===== src/rtl/sig_proc_pkg.sv =====
// Shared definitions for the trigger-path pulse processors (expansioner/shrinker):
// FSM state encoding and a saturating counter increment.
package sig_proc_pkg;

  typedef enum logic [1:0] {
    IDLE   = 2'd0,
    QUAL   = 2'd1,
    ACTIVE = 2'd2
  } sig_state_t;

  // Increment val by one, holding at the largest value representable in 'width' bits.
  // Callers zero-extend their counter to 32 bits and truncate the result back.
  function automatic logic [31:0] sat_inc(input logic [31:0] val, input int unsigned width);
    logic [31:0] max_val;
    max_val = (width >= 32) ? 32'hFFFF_FFFF : ((32'd1 << width) - 32'd1);
    return (val >= max_val) ? max_val : (val + 32'd1);
  endfunction

endpackage


===== src/rtl/signal_shrinker.sv =====
// Pulse shrinker / glitch filter: removes len_q cycles from the front of every
// high pulse, drops pulses no longer than len_q, and reports the full input
// width of each pulse with a one-cycle strobe.
module signal_shrinker
  import sig_proc_pkg::*;
#(
  parameter int MAX_SHRINK_LEN_WIDTH = 5,
  parameter int WIDTH_CNT_WIDTH      = 16   // must exceed MAX_SHRINK_LEN_WIDTH, at most 32
) (
  input  logic                            CLK,
  input  logic                            RESETN,
  input  logic [MAX_SHRINK_LEN_WIDTH-1:0] SHRINK_LEN,
  input  logic                            SIG_IN,
  output logic                            SIG_OUT,
  output logic [WIDTH_CNT_WIDTH-1:0]      PULSE_WIDTH,
  output logic                            WIDTH_VALID,
  output logic                            PULSE_DROPPED
);

  localparam logic [WIDTH_CNT_WIDTH-1:0] CNT_ONE =
    {{(WIDTH_CNT_WIDTH-1){1'b0}}, 1'b1};

  sig_state_t                      state, state_nxt;
  logic                            sig_d;
  logic [WIDTH_CNT_WIDTH-1:0]      cnt, cnt_nxt, cnt_inc;
  logic [MAX_SHRINK_LEN_WIDTH-1:0] len_q, len_nxt;
  logic [WIDTH_CNT_WIDTH-1:0]      len_ext;
  logic                            sig_out_nxt;
  logic [WIDTH_CNT_WIDTH-1:0]      pulse_width_nxt;
  logic                            width_valid_nxt;
  logic                            pulse_dropped_nxt;

  assign cnt_inc = WIDTH_CNT_WIDTH'(sat_inc(32'(cnt), WIDTH_CNT_WIDTH));
  assign len_ext = {{(WIDTH_CNT_WIDTH-MAX_SHRINK_LEN_WIDTH){1'b0}}, len_q};

  // Input register plus FSM/counter/output registers; all cleared asynchronously.
  always_ff @(posedge CLK or negedge RESETN) begin
    if (!RESETN) begin
      sig_d         <= 1'b0;
      state         <= IDLE;
      cnt           <= '0;
      len_q         <= '0;
      SIG_OUT       <= 1'b0;
      PULSE_WIDTH   <= '0;
      WIDTH_VALID   <= 1'b0;
      PULSE_DROPPED <= 1'b0;
    end else begin
      sig_d         <= SIG_IN;
      state         <= state_nxt;
      cnt           <= cnt_nxt;
      len_q         <= len_nxt;
      SIG_OUT       <= sig_out_nxt;
      PULSE_WIDTH   <= pulse_width_nxt;
      WIDTH_VALID   <= width_valid_nxt;
      PULSE_DROPPED <= pulse_dropped_nxt;
    end
  end

  // Next-state and next-output logic; acts only on the registered input sig_d.
  always_comb begin
    state_nxt         = state;
    cnt_nxt           = cnt;
    len_nxt           = len_q;
    sig_out_nxt       = SIG_OUT;
    pulse_width_nxt   = PULSE_WIDTH;
    width_valid_nxt   = 1'b0;
    pulse_dropped_nxt = 1'b0;
    case (state)
      IDLE: begin
        if (sig_d) begin
          // Shrink length is latched here so mid-pulse changes wait for the next pulse.
          cnt_nxt = CNT_ONE;
          len_nxt = SHRINK_LEN;
          if (SHRINK_LEN == '0) begin
            state_nxt   = ACTIVE;
            sig_out_nxt = 1'b1;
          end else begin
            state_nxt = QUAL;
          end
        end
      end
      QUAL: begin
        if (sig_d) begin
          cnt_nxt = cnt_inc;
          if (cnt == len_ext) begin
            state_nxt   = ACTIVE;
            sig_out_nxt = 1'b1;
          end
        end else begin
          state_nxt         = IDLE;
          pulse_width_nxt   = cnt;
          width_valid_nxt   = 1'b1;
          pulse_dropped_nxt = 1'b1;
          cnt_nxt           = '0;
        end
      end
      ACTIVE: begin
        if (sig_d) begin
          cnt_nxt = cnt_inc;
        end else begin
          state_nxt         = IDLE;
          sig_out_nxt       = 1'b0;
          pulse_width_nxt   = cnt;
          width_valid_nxt   = 1'b1;
          pulse_dropped_nxt = 1'b0;
          cnt_nxt           = '0;
        end
      end
      default: begin
        state_nxt   = IDLE;
        sig_out_nxt = 1'b0;
        cnt_nxt     = '0;
      end
    endcase
  end

endmodule


===== config.mk =====
export PLATFORM = sky130hd
export DESIGN_NAME = signal_shrinker
export DESIGN_NICKNAME = d
export VERILOG_FILES = /design/src/rtl/sig_proc_pkg.sv /design/src/rtl/signal_shrinker.sv
export SDC_FILE = /design/constraint.sdc
export NUM_CORES = 1
export LEC_CHECK = 0
export CELL_PAD_IN_SITES_DETAIL_PLACEMENT = 0
export CELL_PAD_IN_SITES_GLOBAL_PLACEMENT = 2
export CORE_ASPECT_RATIO = 1.75
export CORE_MARGIN = 4
export CORE_UTILIZATION = 25
export CTS_CLUSTER_DIAMETER = 120
export DETAILED_ROUTE_END_ITERATION = 10
export GPL_TIMING_DRIVEN = 0
export HOLD_SLACK_MARGIN = 0.03
export PLACE_DENSITY = 0.65
export SKIP_LAST_GASP = 1
export SLEW_MARGIN = 40
export SYNTH_ARGS = -nofsm -noshare
export SYNTH_HDL_FRONTEND = slang
export SYNTH_SLANG_ARGS = --single-unit

===== constraint.sdc =====
create_clock -name CLK -period 2.5 [get_ports CLK]
set_input_delay 0.25 -clock CLK [delete_from_list [all_inputs] [get_ports CLK]]
set_output_delay 0.25 -clock CLK [all_outputs]
set_load 0.02 [all_outputs]

After elaboration in Yosys (flattened, before gate mapping)
Cells that the tools add are included.
{"block": "classes", "muxes": 19, "order_cmp": 1, "n_eq_ne": 9, "n_reduce_logical": 7, "n_addsub": 1, "bitwise": 1}
{"cell": "two-way mux 16 bit", "count": 3}
{"cell": "case mux 16 bit (2 select lines)", "count": 1}
{"cell": "adder 16 x 1 -> 16 bit, second input constant", "count": 1}
{"cell": "== test 16 x 5 -> 1 bit", "count": 1}
{"cell": "greater-or-equal comparator 16 bit, second input constant", "count": 1}
{"cell": "two-way mux 2 bit", "count": 5}
{"cell": "!= test 2 bit, second input constant", "count": 5}
{"cell": "two-way mux 1 bit", "count": 8}
{"cell": "case mux 2 bit (3 select lines)", "count": 1}
{"cell": "logical NOT 5 bit", "count": 1}
{"cell": "AND reduction 5 bit", "count": 1}
{"cell": "AND reduction 2 bit", "count": 2}
{"cell": "!= test 3 bit, second input constant", "count": 1}
{"cell": "case mux 1 bit (3 select lines)", "count": 1}
{"cell": "AND reduction 3 bit", "count": 1}
{"cell": "== test 2 x 1 -> 1 bit, second input constant", "count": 1}
{"cell": "== test 2 bit, second input constant", "count": 1}
{"cell": "logical NOT 2 bit", "count": 1}
{"cell": "OR reduction 2 bit", "count": 1}
{"cell": "inverter 1 bit", "count": 1}
{"block": "word_totals", "regBits": 43, "output_inout_bits": 19, "inputBits": 8}

Logic depth before layout (Yosys ltp)
{"block": "depth", "depth_word": 4, "mapped_depth": 7, "depth_no_buf": 7}

Least setup slack after synthesis
No wires, ideal clock.
{"block": "synth_path", "kind": "register to register", "from": "register state[0]", "to": "register cnt[13]", "slack_ns": 0.274, "stages_incl_launch_ff": 8, "n_path_buf": 1, "setup_time_ns": 0.084, "arrival_time_ns": 2.142, "path_cell_list": "dfrtp_1 inv_1 ha_1 nand3b_4 or3_4 or4_4 buf_6 a41oi_2"}
{"block": "synth_via", "elab_chain_len": 3, "elab_cells_between_ends": 6, "classes_between": "eq/ne (3); mux (1); reduce/logical (2)"}
{"item": "from (decl)", "line": "signal_shrinker.sv:23", "source": "sig_state_t state, state_nxt;"}
{"item": "from (signal assigned)", "line": "signal_shrinker.sv:49", "source": "state <= state_nxt;"}
{"item": "== test 2 bit or == test 2 x 1 -> 1 bit (tied branches)", "line": "signal_shrinker.sv:68", "source": "case (state)"}
{"item": "OR reduction 2 bit (no line)"}
{"item": "case mux 16 bit (2 select lines)", "line": "signal_shrinker.sv:68"}
{"item": "to (signal assigned)", "line": "signal_shrinker.sv:50", "source": "cnt <= cnt_nxt;"}
{"item": "to (decl)", "line": "signal_shrinker.sv:25", "source": "logic [WIDTH_CNT_WIDTH-1:0] cnt, cnt_nxt, cnt_inc;"}
Several ways; a longest one is shown, not always the timed one.
A chain may end at the register's enable or synchronous reset.

Worst setup path after layout
Ends and elaborated chain as after synthesis.

==> flow_summary.toml <==
[outcome]
run_status = "complete, no violations"

[min_path]
hold_path_class = "input port to async pin"

[timing]
min_period_ns = 2.40
fmax_mhz = 416
rsz0062_at_grt = "no"
fin_crit_sh_pct = 96.1
hold_viol = 0
maxSlewViolCount = 0
final-setup-viol-count = 0
fin_skew_ns = 0.00712
tightestPinTransition_ns = 0.558
hold_ws_ns = 0.354
relSlewSlack_pct = 62.6

[synth]
syn-num-nets = 219
seq_area_frac_synth_pct = 49.7
synth.largest_area_cell = "dfrtp_1"
ys_warn_count = 0
synth-seq-cells = 43
yosys-top-cells-area = "dfrtp_1 (50%), mux2_2 (9.9%), nand2_1 (5.0%), o21ai_0 (3.5%), ha_1 (2.9%)"
yosysTopAreaCellShare_pct = 49.7
synth-edff-count = 0
synthCells = 206
synthFlopType = "dfrtp_1"
ys_types = 44
synth_area_per_cell_sq_um = 10.5
async_reset_ff_share_pct = 100
syn-cell-area_sq_um = 2160

[setup_path]
required_ns = 2.71
worstRegToRegCells = 7
crit_type = "flop to flop"
setup.worst_path.start_class = "flop"
worst_r2r_startpoint = "state[0]"
setup.worst_path.end_class = "flop"
r2r_slack_ns = 0.1
crit_path_max_fanout = 9
crit_arrival_ns = 2.61
reg2reg_to = "cnt[13]"

[clock_network]
cts_tree = "yes"
clockBufferDepth = 2
cts.clk_slew.worst_paths_ns = 0.06
cts_root_buffer = "clkbuf_16"
h-tree-depth = 2
cts_sinks = 43
cts_made_buffers = 5
insertion_delay_ns = 0.28

[die]
die_h_um = 131
die_w_um = 78.3
initial_utilization_pct = 25.9
io_pins = 27
dieArea_sq_um = 10300
coreArea_sq_um = 8370
placementRows = 44

[routing]
drt.antenna.violating_nets = 0
wl_um = 5490
firstDrtPassIters = 4
wl_per_cell_um = 15.4
num_vias = 1676
drtIter0Drc = 51
drc = 0
via_per_inst = 4.71

[placement]
port_buffers = 26
place_area_sq_um = 2590
place_inst = 348
gp_congestion = 0.791
dp_hpwl_um = 4130

[global_route]
grt_max_degree = 31
grt_usage_pct = 11.7
overflow = 0
grt_pass1_vias = 1692
grt_pass1_wl_um = 9100
antenna_found_initial = 0

[final_layout]
syn_to_final_growth_pct = 27.1
layout_common_cells = "dfrtp_1 (42), nand2_1 (29), clkdlybuf4s50_1 (25)"
drive_above_1_share_pct = 17.0
nNetsFinal = 253
final_util_pct = 32.9
final_common_cell = "dfrtp_1"
instances_no_fill = 356
finish.instance_area_sq_um = 2750
n_antenna_cell = 0

[pwr]
p_leak_nw = 1.18
ir_drop_mv = 0.417
power.density_nw_per_um2 = 850

[run]
cap_violations = 0
-- flip-flops by register name, summed over array words and instances (netlist names) --
name	count
PULSE_WIDTH	16
cnt	16
len_q	5
state	2
PULSE_DROPPED	1
SIG_OUT	1
WIDTH_VALID	1
sig_d	1
-- cell families (layout without fill, tap and decap cells) --
logic type      count (synthesis)  in the layout  share of synthesized area [%]
flops                          43             43                           49.7
buf+inv                        16             51                           3.29
fa+ha+maj                       5              5                           2.89
simple gates                   73             73                           17.7
compound gates                 44             44                           14.0
xor+xnor                        5              5                           2.02
mux                            20             20                           10.3
-- cell usage after synthesis (4+ instances only) --
cell and instances:
clkbuf_1 6, nor2_1 8, mux2_2 19, inv_1 6, dfrtp_1 43, a31oi_1 4, ha_1 5, nand2_1 29
nand3_1 9, o21ai_0 15, a21oi_1 5, o211ai_1 4, nor3_1 5
-- layout make-up --
class | instances | area [sq um]
flip-flops and latches | 43 | 1080
repair buffers | 28 | 288
clock buffers | 8 | 156
well taps | 115 | 144
fillers | 910 | 5620
multi-input cells | 147 | 1020
plain buffers | 9 | 46.3
inverters | 6 | 22.5
-- worst max-delay path: stages (launching register included) --
cell      delay [ns]
dfrtp_2         0.42
inv_1           0.08
ha_1            0.37
nand3b_4        0.16
or3_4           0.46
or4_4           0.52
buf_6           0.16
a41oi_2         0.16
-- per-layer routing --
metal  track usage (%)  vias up  share of wire [%]
li1                  -      824                  -
met3              2.12        9                2.3
met2              21.9       23                 54
met5                 0        -                  0
met1              12.4      820                 40
met4              5.97        0                3.0
-- power breakdown --
part,internal [mW],switching [mW]
clock network,0.426,0.263
logic,0.344,0.421
registers,0.799,0.0858
-- worst max-delay path by stage --
stage | depth (start not counted) | startpoint | slack, ns | endpoint
2_1_floorplan | 7 | state[0] | 0.27 | cnt[13]
3_3_place_gp | 6 | state[0] | -0.14 | PULSE_WIDTH[5]
3_5_place_dp | 6 | state[0] | -0.17 | PULSE_WIDTH[4]
4_1_cts | 7 | state[0] | 0.02 | cnt[13]
5_1_grt | 7 | state[0] | 0.02 | cnt[13]
6_report | 7 | state[0] | 0.1 | cnt[13]
-- what timing repair did --
action | 4_1_cts | 5_1_grt
endpoints found under the setup margin | 5 | 3
setup buffers | 0 | 0
pin swaps | 0 | 0
hold endpoints to repair | 13 | 0
resized for setup | 1 | 1
hold buffers | 1 | 0
-- per-stage QoR --
stage,TNS (ns),setup slack [ns],power [mW]
6_report,0,0.0974,2.34
5_1_grt,0,0.0153,2.51
4_1_cts,0,0.0182,2.39
3_5_place_dp,-0.850,-0.174,1.69
3_3_place_gp,-5.87,-0.140,1.68
2_1_floorplan,0,0.274,1.42
Note: power is estimated with default switching activity, not from simulation.
